**src/rtl/cpu_pkg.sv**
```systemverilog
// Shared CPU pipeline definitions: datapath widths, the hardwired-zero register
// index and the write-back bundle consumed by the EX-stage forwarding unit.
package cpu_pkg;

    localparam int DATA_W = 32;
    localparam int ADDR_W = 5;
    localparam int unsigned REG_ZERO = 0;

    typedef struct packed {
        logic              valid;
        logic [ADDR_W-1:0] waddr;
        logic [DATA_W-1:0] wdata;
    } wb_bundle_t;

endpackage

```
**src/rtl/regfile_2r1w.sv**
```systemverilog
// Architectural register file: one commit port, two combinational read ports
// with write-through bypass, and register 0 hardwired to zero.
module regfile_2r1w
    import cpu_pkg::*;
#(
    parameter int DATA_W = cpu_pkg::DATA_W,
    parameter int ADDR_W = cpu_pkg::ADDR_W,
    parameter int NREG   = 2 ** ADDR_W
) (
    input  logic              clk,
    input  logic              rst_n,
    input  logic              we,
    input  logic [ADDR_W-1:0] waddr,
    input  logic [DATA_W-1:0] wdata,
    input  logic [ADDR_W-1:0] raddr1,
    input  logic [ADDR_W-1:0] raddr2,
    output logic [DATA_W-1:0] rdata1,
    output logic [DATA_W-1:0] rdata2
);

    localparam logic [ADDR_W-1:0] ZERO_ADDR = ADDR_W'(REG_ZERO);

    logic [DATA_W-1:0] mem_q [NREG];
    logic              commit_s;

    assign commit_s = we && (waddr != ZERO_ADDR);

    // Array storage: cleared asynchronously, written from the pre-edge WB bundle.
    always_ff @(posedge clk or negedge rst_n) begin
        if (!rst_n) begin
            for (int i = 0; i < NREG; i++) begin
                mem_q[i] <= {DATA_W{1'b0}};
            end
        end else if (commit_s) begin
            mem_q[waddr] <= wdata;
        end
    end

    // Read port 1: r0 rule first, so a pending write to r0 can never leak out.
    always_comb begin
        rdata1 = {DATA_W{1'b0}};
        if (raddr1 == ZERO_ADDR) begin
            rdata1 = {DATA_W{1'b0}};
        end else if (we && (waddr == raddr1)) begin
            rdata1 = wdata;
        end else begin
            rdata1 = mem_q[raddr1];
        end
    end

    // Read port 2: identical priority to port 1, fully independent.
    always_comb begin
        rdata2 = {DATA_W{1'b0}};
        if (raddr2 == ZERO_ADDR) begin
            rdata2 = {DATA_W{1'b0}};
        end else if (we && (waddr == raddr2)) begin
            rdata2 = wdata;
        end else begin
            rdata2 = mem_q[raddr2];
        end
    end

endmodule

```
**src/rtl/wb_regfile.sv**
```systemverilog
// Write-back stage: MEM/WB pipeline register with flush-over-advance priority,
// feeding the register file commit port and exported for EX forwarding.
module wb_regfile
    import cpu_pkg::*;
#(
    parameter int DATA_W = cpu_pkg::DATA_W,
    parameter int ADDR_W = cpu_pkg::ADDR_W,
    parameter int NREG   = 2 ** ADDR_W
) (
    input  logic              clk,
    input  logic              rst_n,
    input  logic              advance,
    input  logic              flush,
    input  logic              in_reg_write,
    input  logic [ADDR_W-1:0] in_waddr,
    input  logic [DATA_W-1:0] in_wdata,
    input  logic [ADDR_W-1:0] raddr1,
    input  logic [ADDR_W-1:0] raddr2,
    output logic [DATA_W-1:0] rdata1,
    output logic [DATA_W-1:0] rdata2,
    output logic              wb_valid,
    output logic [ADDR_W-1:0] wb_waddr,
    output logic [DATA_W-1:0] wb_wdata
);

    logic              wb_valid_d, wb_valid_q;
    logic [ADDR_W-1:0] wb_waddr_d, wb_waddr_q;
    logic [DATA_W-1:0] wb_wdata_d, wb_wdata_q;

    // Next WB bundle: a squashed slot is fully zeroed, a stall holds everything.
    always_comb begin
        wb_valid_d = wb_valid_q;
        wb_waddr_d = wb_waddr_q;
        wb_wdata_d = wb_wdata_q;
        if (flush) begin
            wb_valid_d = 1'b0;
            wb_waddr_d = {ADDR_W{1'b0}};
            wb_wdata_d = {DATA_W{1'b0}};
        end else if (advance) begin
            wb_valid_d = in_reg_write;
            wb_waddr_d = in_waddr;
            wb_wdata_d = in_wdata;
        end else begin
            wb_valid_d = wb_valid_q;
            wb_waddr_d = wb_waddr_q;
            wb_wdata_d = wb_wdata_q;
        end
    end

    // MEM/WB pipeline register.
    always_ff @(posedge clk or negedge rst_n) begin
        if (!rst_n) begin
            wb_valid_q <= 1'b0;
            wb_waddr_q <= {ADDR_W{1'b0}};
            wb_wdata_q <= {DATA_W{1'b0}};
        end else begin
            wb_valid_q <= wb_valid_d;
            wb_waddr_q <= wb_waddr_d;
            wb_wdata_q <= wb_wdata_d;
        end
    end

    assign wb_valid = wb_valid_q;
    assign wb_waddr = wb_waddr_q;
    assign wb_wdata = wb_wdata_q;

    regfile_2r1w #(
        .DATA_W (DATA_W),
        .ADDR_W (ADDR_W),
        .NREG   (NREG)
    ) u_regfile (
        .clk    (clk),
        .rst_n  (rst_n),
        .we     (wb_valid_q),
        .waddr  (wb_waddr_q),
        .wdata  (wb_wdata_q),
        .raddr1 (raddr1),
        .raddr2 (raddr2),
        .rdata1 (rdata1),
        .rdata2 (rdata2)
    );

endmodule

```
**config.mk**
```make
export PLATFORM = sky130hd
export DESIGN_NAME = wb_regfile
export DESIGN_NICKNAME = d
export VERILOG_FILES = /design/src/rtl/cpu_pkg.sv /design/src/rtl/regfile_2r1w.sv /design/src/rtl/wb_regfile.sv
export SDC_FILE = /design/constraint.sdc
export NUM_CORES = 2
export LEC_CHECK = 0
export CORE_ASPECT_RATIO = 2
export CORE_UTILIZATION = 50
export CTS_BUF_LIST = sky130_fd_sc_hd__clkbuf_8 sky130_fd_sc_hd__clkbuf_16
export DETAILED_ROUTE_END_ITERATION = 7
export PLACE_DENSITY = 0.65
export REMOVE_ABC_BUFFERS = 1
export SETUP_SLACK_MARGIN = 0.1
export SYNTH_ARGS = -nofsm -noshare
export SYNTH_HDL_FRONTEND = slang
export SYNTH_SLANG_ARGS = --single-unit
```
**constraint.sdc**
```tcl
create_clock -name clk -period 3.6 [get_ports clk]
set_clock_uncertainty 0.1 [all_clocks]
set_input_delay 0.72 -clock clk [delete_from_list [all_inputs] [get_ports clk]]
set_output_delay 0.72 -clock clk [all_outputs]
set_load 0.02 [all_outputs]
```
# [Word-level counts from Yosys, hierarchy flattened]
# Index checks and enable logic that the tools add are counted.
[word_totals] ff_bits=1062 latchBits=0 ram_bits=0 rom_bits=0 inputBits=52 out_inout_bits=102 n_memories=0
[op_classes] n_addsub=0 mul=0 n_div=0 n_lt_le_gt_ge=4 eq_ne=2 n_shift=0 mux=19 n_bitwise=3 reduce_logical=8
[op_table] operator="1024-bit bitwise mux" count=1
[op_table] operator="32-bit two-way mux" count=11
[op_table] operator="32-bit binary-select mux with 5-bit select" count=2
[op_table] operator="32-bit demux with 5-bit select" count=1
[op_table] operator="6-bit greater-or-equal comparator (second input constant)" count=3
[op_table] operator="5-bit NOT with 6-bit output" count=3
[op_table] operator="5-bit == test" count=2
[op_table] operator="5-bit zero test" count=2
[op_table] operator="5-bit two-way mux" count=2
[op_table] operator="6-bit by 1-bit < comparator with 1-bit output (second input constant)" count=1
[op_table] operator="5-bit nonzero test" count=1
[op_table] operator="1-bit logical AND" count=4
[op_table] operator="1-bit two-way mux" count=2
[op_table] operator="2-bit nonzero test" count=1

# [Logic depth before layout (Yosys ltp)]
[logic_depth] ltp_word=6 mapped_depth=10

# [By module]
# From an unflattened synthesis, not the netlist that was laid out.
[unflattened] cells_unflattened=3990 area_unflattened_um2=57102.3
[by_module_without_submodules] mod="regfile_2r1w" n_inst=1 cells_per_inst=3868 area_per_inst_um2=55553.3 seq_area_each_um2=25624.6
[by_module_without_submodules] mod="wb_regfile" n_inst=1 cells_per_inst=122 area_per_inst_um2=1549.0 seq_area_each_um2=950.9

# [Least setup slack after synthesis]
# OpenSTA, ideal clock, no wires.
[synth_timing] path_type="input port to output port" startpoint="input port raddr1[4]" endpoint="output port rdata1[12]" t_arrival_ns=2.355 slack_ns=0.425 stages=8 path_buffers=3 path_cell_list="buf_2 buf_2 nand2_1 clkbuf_1 o22ai_1 a2111oi_0 nor2_1 a21oi_1"
[synth_via] elab_chain_len=6
[synth_rtl] item="start: declaration" line_no="wb_regfile.sv:17" rtl="input logic [ADDR_W-1:0] raddr1,"
[synth_rtl] item="5-bit NOT with 6-bit output (not written as such)" line_no="regfile_2r1w.sv:47" rtl="rdata1 = mem_q[raddr1];"
[synth_rtl] item="32-bit binary-select mux with 5-bit select" line_no="regfile_2r1w.sv:47"
[synth_rtl] item="32-bit two-way mux (not written as such) (2 in series)" line_no="regfile_2r1w.sv:47"
[synth_rtl] item="32-bit two-way mux" line_no="regfile_2r1w.sv:44" rtl="end else if (we && (waddr == raddr1)) begin"
[synth_rtl] item="32-bit two-way mux *" line_no="regfile_2r1w.sv:42" rtl="if (raddr1 == ZERO_ADDR) begin"
[synth_rtl] item="end: declaration" line_no="wb_regfile.sv:19" rtl="output logic [DATA_W-1:0] rdata1,"
# Mark *: on every way between the ends. The rest lies on a longest branch, timed or not. The select of a mux whose other input is x is not followed.

# [Worst setup path in the final report]
[layout_timing] startpoint="register wb_waddr_q[3], in the netlist wb_waddr[3]" endpoint="output port rdata1[5]"
[layout_via] elab_chain_len=4
[layout_rtl] item="start: declaration" line_no="wb_regfile.sv:27" rtl="logic [ADDR_W-1:0] wb_waddr_d, wb_waddr_q;"
[layout_rtl] item="start signal: assignment" line_no="wb_regfile.sv:54" rtl="wb_waddr_q <= {ADDR_W{1'b0}};"
[layout_rtl] item="start signal: assignment" line_no="wb_regfile.sv:58" rtl="wb_waddr_q <= wb_waddr_d;"
[layout_rtl] item="5-bit == test" line_no="regfile_2r1w.sv:44"
[layout_rtl] item="1-bit logical AND" line_no="regfile_2r1w.sv:44"
[layout_rtl] item="32-bit two-way mux" line_no="regfile_2r1w.sv:44"
[layout_rtl] item="32-bit two-way mux" line_no="regfile_2r1w.sv:42"
# Every way passes these cells.

==> run metrics <==
status complete, but fails checks; violated checks negative setup slack; CP max stage cell dfrtp_2; RSZ-0062 raised after global routing yes; HPWL Detailed ~130,000 um; Port-buffer cells approximately 150; required time of the critical path ~2.8 ns; Max Freq 254 MHz; Non-Filler Instances 5,834; Max IR drop VDD approximately 430 uV; clock buffer depth 3; #FFs+latches synth roughly 1.1k; GRT overflow 0; Cell Pwr Density a little over 400 nW/um2; final setup margin -0.330 ns; Final GP Congestion a little over 0.9; die area around 110,000 um2; # setup viols final 62; Yosys cell types roughly 60; Die Width 240 um; final net count between 4k and 5k; Mean Syn Cell Area 14.7 um2; Hold WC Path Type reg2reg; Crit Reg-Reg Endpoint u_regfile.mem_q[25]; largest net degree at the start of global routing 95; Vias/cell ~6.9; CTS tree yes; min-delay src u_regfile.mem_q[1014]; first-pass GRT wire length a little under 300,000 um; critical path type reg2out; commonest non-fill, non-tap cell in the layout mux2_2; critical path startpoint category register; initial antenna violation count 2; total vias in the final route 40.0k; CP max stage delay ~0.5 ns; all-layer global routing usage a little under two fifths; max cap viols 0; CP max FO 5; cell area after layout approximately 69,000 um2; most frequent cell on the critical path buf_6; Routed WL per cell 35.6 um; Tcrit/Tclk final 109%; synthesis warning total 0; post-synthesis cell count slightly below 4k; final wirelength 208,000 um; Worst Setup End Kind output pin; CTS Sinks 1,062; Seq/Total Area, Yosys a little under half; Slew HR between 30% and 40%; Reg clk slew, reported paths around 0.060 ns; Placement Setup Slack -0.610 ns; Placed Area between 60,000 and 70,000 um2; total CTS buffers 99; Hold Path Sink u_regfile.mem_q[1014]; Synth Cell Area 56,500 um2; I/O pin count 154; die extent in y between 400 and 500 um; Cells after DPL roughly 5.6k; Post-synth top flop dfrtp_1; worst-skew pair later-pin latency around 0.74 ns; final hold viol count 0; Starting Density 50.3%; Critical Path, Cell by Cell buf_8 > xnor2_4 > nand4_1 > buf_4 > buf_6 > o21ai_4 > buf_12 > clkbuf_16 > a211oi_1 > a221o_1 > buf_6; R2R depth 5; DRC violations left 0; post-synthesis async set-or-reset flop share between 90% and 100%; Site Rows roughly 170; minimum clock period ~3.9 ns; Slew Limit Fails 0; Worst Hold Depth 0; P&R area growth vs syn 21.3%; drt initial violations approximately 3.4k; Worst Path Arrival 3.11 ns; FF-to-FF Start wb_valid; vias in the first global route roughly 42k; Leak Pwr approximately 32 nW; Root Driver clkbuf_16; first drt pass iteration count 6; setup slack, reg-to-reg around 0.75 ns; Slew @ Worst Pin a little under 1 ns; commonest cells after routing, fill and taps aside mux2_2 (1,077), dfrtp_1 (1,059), mux4_2 (433); Detail Route Antenna Nets 0; final hold slack 0.299 ns; layout cell share with drive strength beyond 1 approximately 57%; CORE AREA approximately 110,000 um2; EDFF count, synth 0; H-tree depth 3
==> worst max-delay path by stage <==
stage               slack (ns)         from  cells after the start         end
finish                   -0.33  wb_waddr[3]                     11   rdata1[5]
global placement         -0.76    raddr2[2]                     10  rdata2[21]
global route             -0.39  wb_waddr[3]                     11   rdata1[5]
detailed placement       -0.61    raddr2[2]                     10  rdata2[21]
floorplan                 0.02    raddr1[4]                      5   rdata1[5]
CTS                      -0.33  wb_waddr[3]                     10  rdata1[30]
==> cells by family (layout without fill, tap and decap cells) <==
family	count (synthesis)	after routing	synth area share, %
muxes	1650	1650	41.3
other	0	1	0
DFF	1062	1062	47.0
AOI/OAI and AO/OA	408	408	5.16
and+or+nand+nor	284	284	2.37
buffers and inverters	438	923	3.98
xor gates and xnor gates	10	10	0.155
==> where the power goes <==
part / switching (mW) / internal (mW)
sequential: 0.373 / 12.3
combinational: 1.83 / 1.63
clock: 5.06 / 7.17
total: 7.26 / 21.1
==> worst max-delay path, delay by kind of cell (launching register included) <==
kind                      cells  cell delay, ns
AOI/OAI and AO/OA             3            0.62
xor gates and xnor gates      1            0.18
buffers and inverters         6            0.96
DFF                           1            0.50
and+or+nand+nor               1            0.12
==> flip-flops by register name, summed over array words and instances (netlist names) <==
signal           flops
u_regfile.mem_q   1024
wb_wdata            32
wb_waddr             5
wb_valid             1
==> through the flow <==
step	total power [mW]	utilization, %	setup TNS, ns
2_1_floorplan	14.1	-	0
3_3_place_gp	16.1	56.0	-27.88
3_5_place_dp	16.1	56.0	-27.35
6_report	28.4	61.0	-11.79
5_1_grt	29.1	61.0	-15.78
4_1_cts	28.4	60.5	-10.50
==> metal layers <==
metal,vias to the layer above,track usage (%),share of wire [%]
met5,-,0,0.0096
met1,21500,43.2,35
li1,15700,-,-
met4,2,26.0,8.3
met3,746,7.13,7.5
met2,2155,60.1,49
==> repair_timing <==
item	in CTS	in global routing
endpoints found under the hold margin	51	0
hold buffers	1	0
endpoints found under the setup margin	64	64
setup buffers	36	15
gates cloned	8	4
gates resized for setup	456	100
pin swaps	31	32
==> synthesized netlist by cell type (7+ instances only) <==
cell type  instances  area (um2)
a21oi_1           53         265
a221o_1           26         260
a221oi_1          27         236
a22oi_1          120         901
a31oi_1           14        87.6
buf_1             54         203
buf_2            103         515
buf_4             43         323
buf_6             29         327
clkbuf_1         195         732
dfrtp_1         1062       26600
inv_1              7        26.3
mux2_2          1077       12100
mux2i_1          134        1340
mux4_2           433        9750
nand2_1           75         282
nand3_1           11        55.1
nor2_1           104         390
nor2b_1           11        68.8
nor3_1            18        90.1
nor4_1            16         100
o211ai_1           8        60.1
o21ai_0           40         200
o221a_2            7        78.8
o22ai_1           63         394
==> final cells by class <==
type / instances / area (um2)
fill: 8689 / 43800
multi-input combinational: 2352 / 28600
sequential: 1062 / 26600
timing repair buffer: 732 / 7720
clock buffer: 114 / 2680
tap: 1496 / 1870
clock inverter: 70 / 1060
inverter: 7 / 26.3
antenna: 1 / 2.50
Power figures use the tool's default switching activity.
